`src/rtl/bcm_baseline_subtract_if.sv`:
```
// ---------------------------------------------------------------------------
// bcm_baseline_subtract_if
// Bundles the sample bus and control/status signals of bcm_baseline_subtract.
//   axiDataIn      : raw left-adjusted samples, field i = channel i/SPC, sample i%SPC
//   baselineStart  : single-cycle pulse, begin a new baseline measurement
//   baselineGate   : high on beam-free cycles whose samples feed the baseline
//   subtractEnable : 1 = subtract latched baseline, 0 = pass-through
//   axiDataOut     : corrected samples, same format as axiDataIn
//   baselineBus    : latched signed baseline per channel (channel 0 in low bits)
//   baselineValid  : a baseline has been latched since reset
//   busy           : measurement or latch in progress
// master = sample/control source, slave = the baseline-subtract block.
// ---------------------------------------------------------------------------
interface bcm_baseline_subtract_if #(
  parameter int CHANNEL_COUNT         = 2,
  parameter int AXI_SAMPLES_PER_CLOCK = 4,
  parameter int AXI_SAMPLE_WIDTH      = 16,
  parameter int ADC_WIDTH             = 14
);
  localparam int BUS_W = CHANNEL_COUNT * AXI_SAMPLES_PER_CLOCK * AXI_SAMPLE_WIDTH;

  logic [BUS_W-1:0]                   axiDataIn;
  logic                               baselineStart;
  logic                               baselineGate;
  logic                               subtractEnable;
  logic [BUS_W-1:0]                   axiDataOut;
  logic [CHANNEL_COUNT*ADC_WIDTH-1:0] baselineBus;
  logic                               baselineValid;
  logic                               busy;

  modport master (
    output axiDataIn, baselineStart, baselineGate, subtractEnable,
    input  axiDataOut, baselineBus, baselineValid, busy
  );

  modport slave (
    input  axiDataIn, baselineStart, baselineGate, subtractEnable,
    output axiDataOut, baselineBus, baselineValid, busy
  );
endinterface

```
`src/rtl/bcm_baseline_subtract.sv`:
```
// ---------------------------------------------------------------------------
// bcm_baseline_subtract
// Per-channel pedestal estimation and removal ahead of the BCM accumulator.
// A gated window of 2^LOG2_AVG cycles is averaged per channel (IDLE -> ACCUM
// -> UPDATE), the result is latched as the baseline, and every sample has the
// baseline subtracted (when subtractEnable) with saturation, 2-cycle latency.
// Ports:
//   adcClk   : the only clock
//   adcRstN  : asynchronous active-low reset
//   bus      : bcm_baseline_subtract_if.slave (samples, control, status)
//   satCount : per-channel 16-bit clip counters, only when the macro
//              BCM_BASELINE_SAT_COUNT_EN is defined
// ---------------------------------------------------------------------------
module bcm_baseline_subtract #(
  parameter int CHANNEL_COUNT         = 2,
  parameter int AXI_SAMPLES_PER_CLOCK = 4,
  parameter int AXI_SAMPLE_WIDTH      = 16,
  parameter int ADC_WIDTH             = 14,
  parameter int LOG2_AVG              = 10
) (
  input logic                  adcClk,
  input logic                  adcRstN,
  bcm_baseline_subtract_if.slave bus
`ifdef BCM_BASELINE_SAT_COUNT_EN
  ,
  output logic [CHANNEL_COUNT*16-1:0] satCount
`endif
);
  localparam int SPC        = AXI_SAMPLES_PER_CLOCK;
  localparam int FIELDS     = CHANNEL_COUNT * SPC;
  localparam int LOG2_SPC   = $clog2(SPC);
  localparam int ADC_SHIFT  = AXI_SAMPLE_WIDTH - ADC_WIDTH;
  localparam int AVG_SHIFT  = LOG2_AVG + LOG2_SPC;
  localparam int ACC_W      = ADC_WIDTH + AVG_SHIFT;
  localparam int CNT_W      = LOG2_AVG + 1;
  localparam int DIFF_W     = ADC_WIDTH + 1;
  localparam int CNT_FULL_I = 2 ** LOG2_AVG;
  localparam int SAT_MAX_I  = 2 ** (ADC_WIDTH - 1) - 1;
  localparam int SAT_MIN_I  = -(2 ** (ADC_WIDTH - 1));
  localparam logic [CNT_W-1:0]         CNT_FULL = CNT_FULL_I[CNT_W-1:0];
  localparam logic signed [DIFF_W-1:0] SAT_MAX  = SAT_MAX_I[DIFF_W-1:0];
  localparam logic signed [DIFF_W-1:0] SAT_MIN  = SAT_MIN_I[DIFF_W-1:0];

  typedef enum logic [1:0] {IDLE, ACCUM, UPDATE} state_t;

  state_t                      state_reg;
  logic                        busy_reg;
  logic                        valid_reg;
  logic [CNT_W-1:0]            cnt_reg;
  logic signed [ACC_W-1:0]     acc_reg       [CHANNEL_COUNT];
  logic signed [ACC_W-1:0]     chan_sum      [CHANNEL_COUNT];
  logic signed [ADC_WIDTH-1:0] baseline_reg  [CHANNEL_COUNT];
  logic signed [ADC_WIDTH-1:0] baseline_next [CHANNEL_COUNT];
  logic signed [ADC_WIDTH-1:0] sample        [FIELDS];
  logic signed [DIFF_W-1:0]    diff_reg      [FIELDS];
  logic [AXI_SAMPLE_WIDTH-1:0] out_reg       [FIELDS];
  logic                        clip          [FIELDS];

  // Per-field datapath: stage 1 subtract, stage 2 saturate and left-adjust.
  generate
    for (genvar gi = 0; gi < FIELDS; gi++) begin : g_field
      localparam int CH = gi / SPC;
      logic signed [ADC_WIDTH-1:0] sat_val;
      logic                        unused_lsbs;

      assign sample[gi]  = bus.axiDataIn[gi*AXI_SAMPLE_WIDTH+ADC_SHIFT +: ADC_WIDTH];
      assign unused_lsbs = ^bus.axiDataIn[gi*AXI_SAMPLE_WIDTH +: ADC_SHIFT];

      // Baseline is sampled here, so in-flight samples keep the baseline
      // that was current when they entered.
      always_ff @(posedge adcClk or negedge adcRstN) begin
        if (!adcRstN) begin
          diff_reg[gi] <= '0;
        end else if (bus.subtractEnable) begin
          diff_reg[gi] <= DIFF_W'(sample[gi]) - DIFF_W'(baseline_reg[CH]);
        end else begin
          diff_reg[gi] <= DIFF_W'(sample[gi]);
        end
      end

      always_comb begin
        clip[gi] = 1'b0;
        sat_val  = diff_reg[gi][ADC_WIDTH-1:0];
        if (diff_reg[gi] > SAT_MAX) begin
          clip[gi] = 1'b1;
          sat_val  = SAT_MAX[ADC_WIDTH-1:0];
        end else if (diff_reg[gi] < SAT_MIN) begin
          clip[gi] = 1'b1;
          sat_val  = SAT_MIN[ADC_WIDTH-1:0];
        end
      end

      always_ff @(posedge adcClk or negedge adcRstN) begin
        if (!adcRstN) begin
          out_reg[gi] <= '0;
        end else begin
          out_reg[gi] <= AXI_SAMPLE_WIDTH'($unsigned(sat_val)) << ADC_SHIFT;
        end
      end

      assign bus.axiDataOut[gi*AXI_SAMPLE_WIDTH +: AXI_SAMPLE_WIDTH] = out_reg[gi];
    end

    // Per-channel helpers: sum of this cycle's samples and the averaged value.
    for (genvar gi = 0; gi < CHANNEL_COUNT; gi++) begin : g_chan
      logic signed [ACC_W-1:0] sum_c;

      always_comb begin
        sum_c = '0;
        for (int s = 0; s < SPC; s++) begin
          sum_c = sum_c + ACC_W'(sample[gi*SPC+s]);
        end
      end

      assign chan_sum[gi]      = sum_c;
      // Arithmetic shift floors toward -inf; the average always fits ADC_WIDTH.
      assign baseline_next[gi] = ADC_WIDTH'(acc_reg[gi] >>> AVG_SHIFT);
      assign bus.baselineBus[gi*ADC_WIDTH +: ADC_WIDTH] = baseline_reg[gi];

`ifdef BCM_BASELINE_SAT_COUNT_EN
      logic        ch_clip;
      logic [15:0] sat_cnt_reg;

      always_comb begin
        ch_clip = 1'b0;
        for (int s = 0; s < SPC; s++) begin
          ch_clip = ch_clip | clip[gi*SPC+s];
        end
      end

      // Counts clock cycles in which the output register captured a clipped
      // sample of this channel; sticks at all-ones.
      always_ff @(posedge adcClk or negedge adcRstN) begin
        if (!adcRstN) begin
          sat_cnt_reg <= '0;
        end else if (bus.baselineStart) begin
          sat_cnt_reg <= '0;
        end else if (ch_clip && (sat_cnt_reg != 16'hFFFF)) begin
          sat_cnt_reg <= sat_cnt_reg + 16'd1;
        end
      end

      assign satCount[gi*16 +: 16] = sat_cnt_reg;
`else
      logic unused_clip;
      always_comb begin
        unused_clip = 1'b0;
        for (int s = 0; s < SPC; s++) begin
          unused_clip = unused_clip | clip[gi*SPC+s];
        end
      end
`endif
    end
  endgenerate

  // Baseline measurement FSM. busy is updated together with the state so it
  // tracks (state != IDLE) exactly.
  always_ff @(posedge adcClk or negedge adcRstN) begin
    if (!adcRstN) begin
      state_reg <= IDLE;
      busy_reg  <= 1'b0;
      valid_reg <= 1'b0;
      cnt_reg   <= '0;
      for (int c = 0; c < CHANNEL_COUNT; c++) begin
        acc_reg[c]      <= '0;
        baseline_reg[c] <= '0;
      end
    end else begin
      case (state_reg)
        IDLE: begin
          if (bus.baselineStart) begin
            state_reg <= ACCUM;
            busy_reg  <= 1'b1;
            cnt_reg   <= '0;
            for (int c = 0; c < CHANNEL_COUNT; c++) acc_reg[c] <= '0;
          end
        end
        ACCUM: begin
          if (bus.baselineStart) begin
            cnt_reg <= '0;
            for (int c = 0; c < CHANNEL_COUNT; c++) acc_reg[c] <= '0;
          end else if (bus.baselineGate) begin
            cnt_reg <= cnt_reg + 1'b1;
            for (int c = 0; c < CHANNEL_COUNT; c++) acc_reg[c] <= acc_reg[c] + chan_sum[c];
            if (cnt_reg + 1'b1 == CNT_FULL) state_reg <= UPDATE;
          end
        end
        UPDATE: begin
          valid_reg <= 1'b1;
          for (int c = 0; c < CHANNEL_COUNT; c++) baseline_reg[c] <= baseline_next[c];
          // A start arriving here still lets the latch happen first.
          if (bus.baselineStart) begin
            state_reg <= ACCUM;
            cnt_reg   <= '0;
            for (int c = 0; c < CHANNEL_COUNT; c++) acc_reg[c] <= '0;
          end else begin
            state_reg <= IDLE;
            busy_reg  <= 1'b0;
          end
        end
        default: begin
          state_reg <= IDLE;
          busy_reg  <= 1'b0;
        end
      endcase
    end
  end

  assign bus.busy          = busy_reg;
  assign bus.baselineValid = valid_reg;
endmodule
```
`src/flat_wrapper.sv`:
```
// flat-port wrapper written by rule: the top's interface ports become plain ports
module bcm_baseline_subtract_flat 
#(
  parameter int CHANNEL_COUNT         = 2,
  parameter int AXI_SAMPLES_PER_CLOCK = 4,
  parameter int AXI_SAMPLE_WIDTH      = 16,
  parameter int ADC_WIDTH             = 14,
  parameter int LOG2_AVG              = 10
)
  (adcClk, adcRstN, bus_axiDataIn, bus_baselineStart, bus_baselineGate, bus_subtractEnable, bus_axiDataOut, bus_baselineBus, bus_baselineValid, bus_busy);
  bcm_baseline_subtract_if #(.CHANNEL_COUNT(CHANNEL_COUNT), .AXI_SAMPLES_PER_CLOCK(AXI_SAMPLES_PER_CLOCK), .AXI_SAMPLE_WIDTH(AXI_SAMPLE_WIDTH), .ADC_WIDTH(ADC_WIDTH)) bus_i ();
  input logic adcClk;
  input logic adcRstN;
  input wire logic [$bits(bus_i.axiDataIn)-1:0] bus_axiDataIn;
  input wire logic [$bits(bus_i.baselineStart)-1:0] bus_baselineStart;
  input wire logic [$bits(bus_i.baselineGate)-1:0] bus_baselineGate;
  input wire logic [$bits(bus_i.subtractEnable)-1:0] bus_subtractEnable;
  output wire logic [$bits(bus_i.axiDataOut)-1:0] bus_axiDataOut;
  output wire logic [$bits(bus_i.baselineBus)-1:0] bus_baselineBus;
  output wire logic [$bits(bus_i.baselineValid)-1:0] bus_baselineValid;
  output wire logic [$bits(bus_i.busy)-1:0] bus_busy;
  assign bus_i.axiDataIn = bus_axiDataIn;
  assign bus_i.baselineStart = bus_baselineStart;
  assign bus_i.baselineGate = bus_baselineGate;
  assign bus_i.subtractEnable = bus_subtractEnable;
  assign bus_axiDataOut = bus_i.axiDataOut;
  assign bus_baselineBus = bus_i.baselineBus;
  assign bus_baselineValid = bus_i.baselineValid;
  assign bus_busy = bus_i.busy;
  bcm_baseline_subtract #(.CHANNEL_COUNT(CHANNEL_COUNT), .AXI_SAMPLES_PER_CLOCK(AXI_SAMPLES_PER_CLOCK), .AXI_SAMPLE_WIDTH(AXI_SAMPLE_WIDTH), .ADC_WIDTH(ADC_WIDTH), .LOG2_AVG(LOG2_AVG)) u_core (.adcClk(adcClk), .adcRstN(adcRstN), .bus(bus_i));
endmodule
```
`config.mk`:
```
export PLATFORM = sky130hd
export DESIGN_NAME = bcm_baseline_subtract_flat
export DESIGN_NICKNAME = d
export VERILOG_FILES = /design/src/rtl/bcm_baseline_subtract_if.sv /design/src/rtl/bcm_baseline_subtract.sv /design/src/flat_wrapper.sv
export SDC_FILE = /design/constraint.sdc
export NUM_CORES = 1
export LEC_CHECK = 0
export BUFFER_PORTS_ARGS = -buffer_cell sky130_fd_sc_hd__buf_2
export CAP_MARGIN = 20
export CORE_AREA = 2 2 251 253
export DETAILED_ROUTE_END_ITERATION = 6
export DIE_AREA = 0 0 253 255
export RECOVER_POWER = 100
export SLEW_MARGIN = 20
export SYNTH_ARGS = -nofsm -noshare
export SYNTH_HDL_FRONTEND = slang
export SYNTH_SLANG_ARGS = --single-unit
```
`constraint.sdc`:
```
create_clock -name adcClk -period 4.1 [get_ports adcClk]
set_clock_uncertainty 0.2 [all_clocks]
set_input_delay 0.41 -clock adcClk [delete_from_list [all_inputs] [get_ports adcClk]]
set_output_delay 0.41 -clock adcClk [all_outputs]
set_load 0.02 [all_outputs]
```
==> results of run 1 <==
repair_timing:
item | CTS | global route
buffers inserted | 43 | 13
resized for setup | 147 | 53
setup endpoints to repair | 34 | 39
hold buffers | 40 | 0
pin swaps | 108 | 82
endpoints found under the hold margin | 138 | 0
area by class of cell:
class                           instances  area (µm²)
Antenna cell                            6        15.0
Clock buffer                           49        1040
Clock inverter                         20         294
Fill cell                            5777       31700
Inverter                              288        1110
Multi-Input combinational cell       1864       14700
Sequential cell                       327        8180
Tap cell                              799        1000
Timing Repair Buffer                  623        4130
power by group through the flow:
stage                     logic [µW]  clock network (µW)  registers, µW
after floorplan                 5360                   0           4070
after global placement          8740                   0           3940
after detailed placement        8910                   0           3960
after CTS                      10100                3780           3900
after global routing           11700                3910           3960
final                          10700                3680           3900
worst max-delay path, cell delays in order:
cell and delay (ps):
buf_8 80, inv_4 30, fa_1 560, inv_2 50, ha_4 150, fa_2 340, a21o_1 180, a21oi_2 160
o21bai_1 90, a21oi_2 160, nor2b_2 80, o21ai_2 140, o211a_1 220, a31oi_4 180, buf_6 170, fa_1 520
inv_2 50, ha_4 220, nand2_2 80, o21ai_4 60, o41ai_4 260, and4_1 280, nor3_2 60, a2111oi_4 270
mux2i_1 230, o211ai_1 100
metrics by stage:
| step | std cells | setup TNS [ps] | setup WS, ps | util, % | hold WS, ps |
|---|---|---|---|---|---|
| final | 3976 | -16510 | -802 | 49.0 | 25.8 |
| after floorplan | 2592 | -19890 | -1330 | - | -85.6 |
| after detailed placement | 3828 | -44570 | -1870 | 44.7 | 165 |
| after global routing | 3974 | -47590 | -1080 | 49.0 | 10.5 |
| after CTS | 3960 | -16050 | -944 | 48.9 | 0.520 |
| after global placement | 3828 | -42420 | -1750 | 44.7 | 163 |
metal layers:
metal / track usage, % / wire length, µm / share of wire (%)
met1: 29.9 / 32700 / 45
met2: 36.3 / 33300 / 46
met3: 3.98 / 3790 / 5.2
met4: 9.15 / 3050 / 4.2
met5: 0 / 40 / 0.055
kinds of logic (layout without fill, tap and decap cells):
group | count (synthesis) | count (layout) | share of synthesized area (%)
xor+xnor | 103 | 103 | 3.89
simple gates | 772 | 772 | 15.1
fa+ha+maj | 313 | 313 | 19.4
flops | 327 | 327 | 35.2
other cells | 1 | 22 | 0.0162
mux | 52 | 52 | 2.45
compound gates | 608 | 608 | 17.1
buf+inv | 401 | 980 | 6.75
path summary, 6_finish.rpt:
| kind | startpoint | endpoint | slack, ps | depth (start not counted) |
|---|---|---|---|---|
| min in group asynchronous | adcRstN | u_core.bus.axiDataOut[90] | 930 | 2 |
| worst min register to register | u_core.diff_reg[119] | u_core.bus.axiDataOut[15] | 180 | 0 |
| worst max register to register | u_core.acc_reg[27] | u_core.acc_reg[51] | 500 | 14 |
| worst min-delay path | bus_axiDataIn[53] | u_core.diff_reg[63] | 30 | 3 |
| worst max-delay path | bus_axiDataIn[67] | u_core.acc_reg[25] | -800 | 26 |
| max in group asynchronous | adcRstN | u_core.bus.baselineValid | 490 | 3 |
cells in the final DEF, fill, tap and decap left out, types with 57 or more instances in the layout:
| cell | n |
|---|---|
| dfrtp_1 | 327 |
| buf_4 | 275 |
| nand2_1 | 270 |
| inv_1 | 263 |
| nor2_1 | 206 |
| o21ai_0 | 190 |
| ha_1 | 166 |
| clkbuf_1 | 152 |
| buf_2 | 110 |
| fa_1 | 84 |
| a21oi_1 | 59 |
| nor3_1 | 57 |
==> impl_results.md, run 1 <==
* Synthesized area divided by synthesized cell count at 9.01 µm²
* Peak supply drop at 385 µV
* Clock-pin slew reported for the worst setup and hold paths after clock tree synthesis at 60 ps
* Clk pwr share at 20.1%
* Number of design-rule violations left by the first detailed-router iteration at 1184
* Synth Instances at 2577
* H-Tree Depth at 2
* Count of buffers inserted at the top-level ports at 258
* Root buffer cell: clkbuf_16
* Vias per inst at 5.19
* Crit Path Max Fanout at 5
* Type of the worst setup path: primary input to flop
* Area share of the leading cell type in the synthesized netlist at 35.2%
* Total Nets Final at 3556
* Overall routing resource usage at 22.5%
* Required time of the worst setup path at 4340 ps
* Number of warnings printed during yosys synthesis at 0
* Most area-consuming cells after synthesis: dfrtp_1, ha_1, fa_1
* DR pass1 iterations at 5
* Most repeated cell in the gate-level netlist after synthesis: dfrtp_1
* Buffers from clock root to sink, at most at 3
* Relative contribution of combinational cells to total power at 58.6%
* Switching power at 7180 µW
* Final global-route overflow total at 0
* Nature of the critical path endpoint: flop
* Count of endpoints failing hold in the final timing report at 0
* Area growth from synthesis to final layout at 31.3%
* Switching Fraction at 39.3%
* Finished Cell Area at 30500 µm²
* Max Transition Viols Final at 208
* Pin count of the biggest net entering global routing at 130
* Initial standard-cell utilization of the core at 37.3%
* Cell-internal power at 11100 µW
* Standard-cell row count at 92
* Arrival @ worst endpoint at 5140 ps
* Cell accounting for the most synthesized area: dfrtp_1
* Total clock buffers created by CTS at 38
* Post-route DRC at 0
* Path category of the worst min-delay check: primary input to flop
* Cell variety after synth at 80
* Failing checks: capacitance limit, slew limit, setup timing
* CTS sink cnt at 327
* Count of antenna-violating nets left after detailed routing at 0
* Sequential share of power at 21.3%
* Total standard cell area after synthesis at 23200 µm²
* Post-DR wirelength/cell at 18.3 µm
* Flip-flop count of the largest register after layout at 120
* Setup repair after global routing missed its margin: yes
* Top cell types by occurrence after synthesis: dfrtp_1, inv_1, nand2_1
* Max-cap check violation count at 3
* Ratio of final minimum period to clock period at 120%
* Power density normalized to cell area at 600 nW/µm²
* Global-route wire length before repair at 113000 µm
* Number of top-level pins at 291
* Die area at 64500 µm²
* Die boundary width at 253 µm
* Register area share after synthesis at 35.2%
* Number of antenna violations at the first check in global routing at 7
* Top_reg_cell synth: dfrtp_1
* Smallest setup slack after layout at -802 ps
* Nature of the critical path startpoint: primary input
* Slew at the pin closest to its max-slew limit at 2510 ps
* Total placed instance area at 27800 µm²
* Worst-skew pair later-pin latency at 570 ps
* Async set-or-reset flop fraction in the synthesized netlist at 100%
* Max-slew headroom at the worst pin at -67.4%
* Achievable Freq at 204 MHz
* Total half-perimeter wirelength after legalization and detailed placement at 56000 µm
* CTS tree: built
* Number of enable flip-flop cells after synthesis at 0
* Yosys reg bits at 327
* Final GP Congestion at 0.928
* Total Wirelength at 72900 µm
* Via count of the first global-routing pass at 21000
* DIE HEIGHT at 255 µm
* Share of layout cells above drive strength 1 at 23.2%
* Total vias in the final route at 20600
* Status: finished with violations
* Number of setup violations in the final report at 32
* Total power draw at 18300 µW
* Tmin final at 4900 ps
* P_leak at 0.0139 µW
* Core region area at 62200 µm²
(Power assumes the default switching activity.)
==> inputs of run 2 (changes only) <==
HOLD_SLACK_MARGIN = 0.05   (was not set)
TNS_END_PERCENT = 10   (was not set)
==> impl_results.md, run 2 (synthesized netlist as in run 1, its figures left out) <==
* Status: finished with violations
* Failing checks: capacitance limit, slew limit, setup timing
* Type of the worst setup path: primary input to flop
* Smallest setup slack after layout at -845 ps (-42.6 ps)
* Count of endpoints failing hold in the final timing report at 0 (unchanged)
* Post-route DRC at 0 (unchanged)
* Top library cells by usage in the layout, fill and taps aside: dfrtp_1, inv_1, nand2_1
* Cell depth of the worst hold path at 3 (unchanged)
* Nature of the critical path endpoint: flop
* P_leak at 0.0138 µW (-0.95%)
* Achievable Freq at 202 MHz (-0.86%)
* Clock-pin slew reported for the worst setup and hold paths after clock tree synthesis at 60 ps (about the same)
* Reg-to-reg critical path startpoint: u_core.bus.baselineBus[16]
* Arrival @ worst endpoint at 5190 ps (+50 ps)
* WP depth at 25 (-3.8%)
* Critical Path Start: bus_axiDataIn[3]
* Total vias in the final route at 20600 (-0.082%)
* Total half-perimeter wirelength after legalization and detailed placement at 56400 µm (+0.57%)
* Critical Path End: u_core.acc_reg[51]
* Final GP Congestion at 0.909 (-2.1%)
* Crit Path Max Fanout at 5 (unchanged)
* Power density normalized to cell area at 557 nW/µm² (-7.2%)
* Final global-route overflow total at 0 (unchanged)
* Count of buffers inserted at the top-level ports at 258 (unchanged)
* DIE HEIGHT at 255 µm (unchanged)
* Number of antenna violations at the first check in global routing at 10 (+3)
* Ratio of final minimum period to clock period at 121% (+1.0 points)
* Required time of the worst setup path at 4350 ps (about the same)
* Overall routing resource usage at 22.4% (-0.059 points)
* Pin count of the biggest net entering global routing at 105 (-19%)
* Count of antenna-violating nets left after detailed routing at 0 (unchanged)
* Max-cap check violation count at 7 (+4)
* Nature of the critical path startpoint: primary input
* Total Wirelength at 72800 µm (about the same)
* Reg2Reg Setup Slack at 300 ps (-200 ps)
* Gate family responsible for the most delay along the worst path: compound AO/OA/AOI/OAI gates
* Total clock buffers created by CTS at 40 (+5.3%)
* Setup repair after global routing missed its margin: yes
* DR pass1 iterations at 6 (+1)
* Tmin final at 4940 ps (+42.6 ps)
* Path category of the worst min-delay check: primary input to flop
* Slowest cell on crit path: fa_1
* Via count of the first global-routing pass at 20800 (-0.58%)
* Count of placed standard cells in the final layout, fillers left out at 3992 (+0.40%)
* Vias per inst at 5.16 (-0.48%)
* Worst-skew pair later-pin latency at 590 ps (+20 ps)
* H-Tree Depth at 2 (unchanged)
* Number of design-rule violations left by the first detailed-router iteration at 1198 (+1.2%)
* Slew at the pin closest to its max-slew limit at 2870 ps (+356 ps)
* Area growth from synthesis to final layout at 28.9%
* Peak supply drop at 333 µV (-14%)
* Root buffer cell: clkbuf_16
* Standard-cell row count at 92 (unchanged)
* Share of layout cells above drive strength 1 at 19.3% (-3.9 points)
* Die boundary width at 253 µm (unchanged)
* Worst path max stage delay at 530 ps (-30 ps)
* End of the worst register-to-register path: u_core.diff_reg[42]
* Flip-flop count of the largest register after layout at 120 (unchanged)
* Number of top-level pins at 291 (unchanged)
* Total Nets Final at 3574 (+0.51%)
* Die area at 64500 µm² (unchanged)
* Initial standard-cell utilization of the core at 37.3% (unchanged)
* Most common cell after layout, fill and taps aside: dfrtp_1
* Buffers from clock root to sink, at most at 3 (unchanged)
* Number of placed instances, taps included at 3824 (-0.10%)
* Worst Reg-to-Reg Cells at 11 (-3)
* CTS sink cnt at 327 (unchanged)
* Global-route wire length before repair at 113000 µm (-0.24%)
* Max-slew headroom at the worst pin at -91.1% (-24 points)
* Number of setup violations in the final report at 35 (+9.4%)
* CTS tree: built
* Total power draw at 16700 µW (-8.9%)
* Post-DR wirelength/cell at 18.2 µm (-0.48%)
* Max Transition Viols Final at 371 (+78%)
* Count of buffering cells on the critical path with inverters included at 5 (unchanged)
* Core region area at 62200 µm² (unchanged)
## run 2: stage by stage
stage               utilization [%]  cell area (µm²)  setup slack (ps)  hold WS, ps  setup TNS, ps
floorplan                         -            23400             -1330        -85.6         -24240
global placement               44.1            27400             -1790          163         -44590
detailed placement             44.1            27400             -1860          160         -45850
CTS                            48.5            30200              -790         50.6         -12960
global route                   48.2            29900             -1060         58.3         -47000
finish                         48.2            29900              -845         78.9         -15100
## run 2: per-layer routing
metal	GRT usage [%]	routed length, µm	vias up
met2	36.7	33200	561
met4	8.18	2720	14
met5	0	89	-
met3	4.00	3980	168
li1	-	-	9981
met1	29.8	32900	9883
## run 2: layout make-up
cell class                      count  area (µm²)
Sequential cell                   327        8180
Fill cell                        5950       32200
Inverter                          288        1110
Tap cell                          799        1000
Timing Repair Buffer              639        4230
Clock inverter                     25         294
Clock buffer                       48        1060
Multi-Input combinational cell   1864       14000
Antenna cell                        2        5.00
## run 2: timing repair
item,in CTS,in global routing
setup endpoints to repair,35,35
hold buffers,86,0
pin swaps,60,9
gates resized for setup,95,13
setup buffers,8,0
endpoints found under the hold margin,184,0
## run 2: worst min-delay path by stage
stage	startpoint	end	slack, ps
after floorplan	adcRstN	u_core.acc_reg[0]	-90
after global placement	u_core.diff_reg[104]	u_core.bus.axiDataOut[31]	160
after detailed placement	u_core.diff_reg[119]	u_core.bus.axiDataOut[15]	160
after CTS	bus_axiDataIn[87]	u_core.diff_reg[35]	50
after global routing	bus_axiDataIn[88]	u_core.diff_reg[36]	60
final	bus_axiDataIn[87]	u_core.diff_reg[35]	80
## run 2: power by group
group	internal, µW	switching (µW)	leakage (µW)
sequential	3660	253	0.00398
clock	2080	1550	0.000655
combinational	4390	4730	0.00917
total	10100	6530	0.0138
## run 2: worst reg2reg max path, stage by stage (launching register included)
cell and delay (ps):
dfrtp_1 450, inv_1 200, ha_1 380, nor2b_1 150
o21ai_0 240, a21boi_0 160, o21ai_0 330, a21oi_1 160
a211oi_1 460, xnor2_1 120, mux2_2 280, dlygate4sd3_1 560
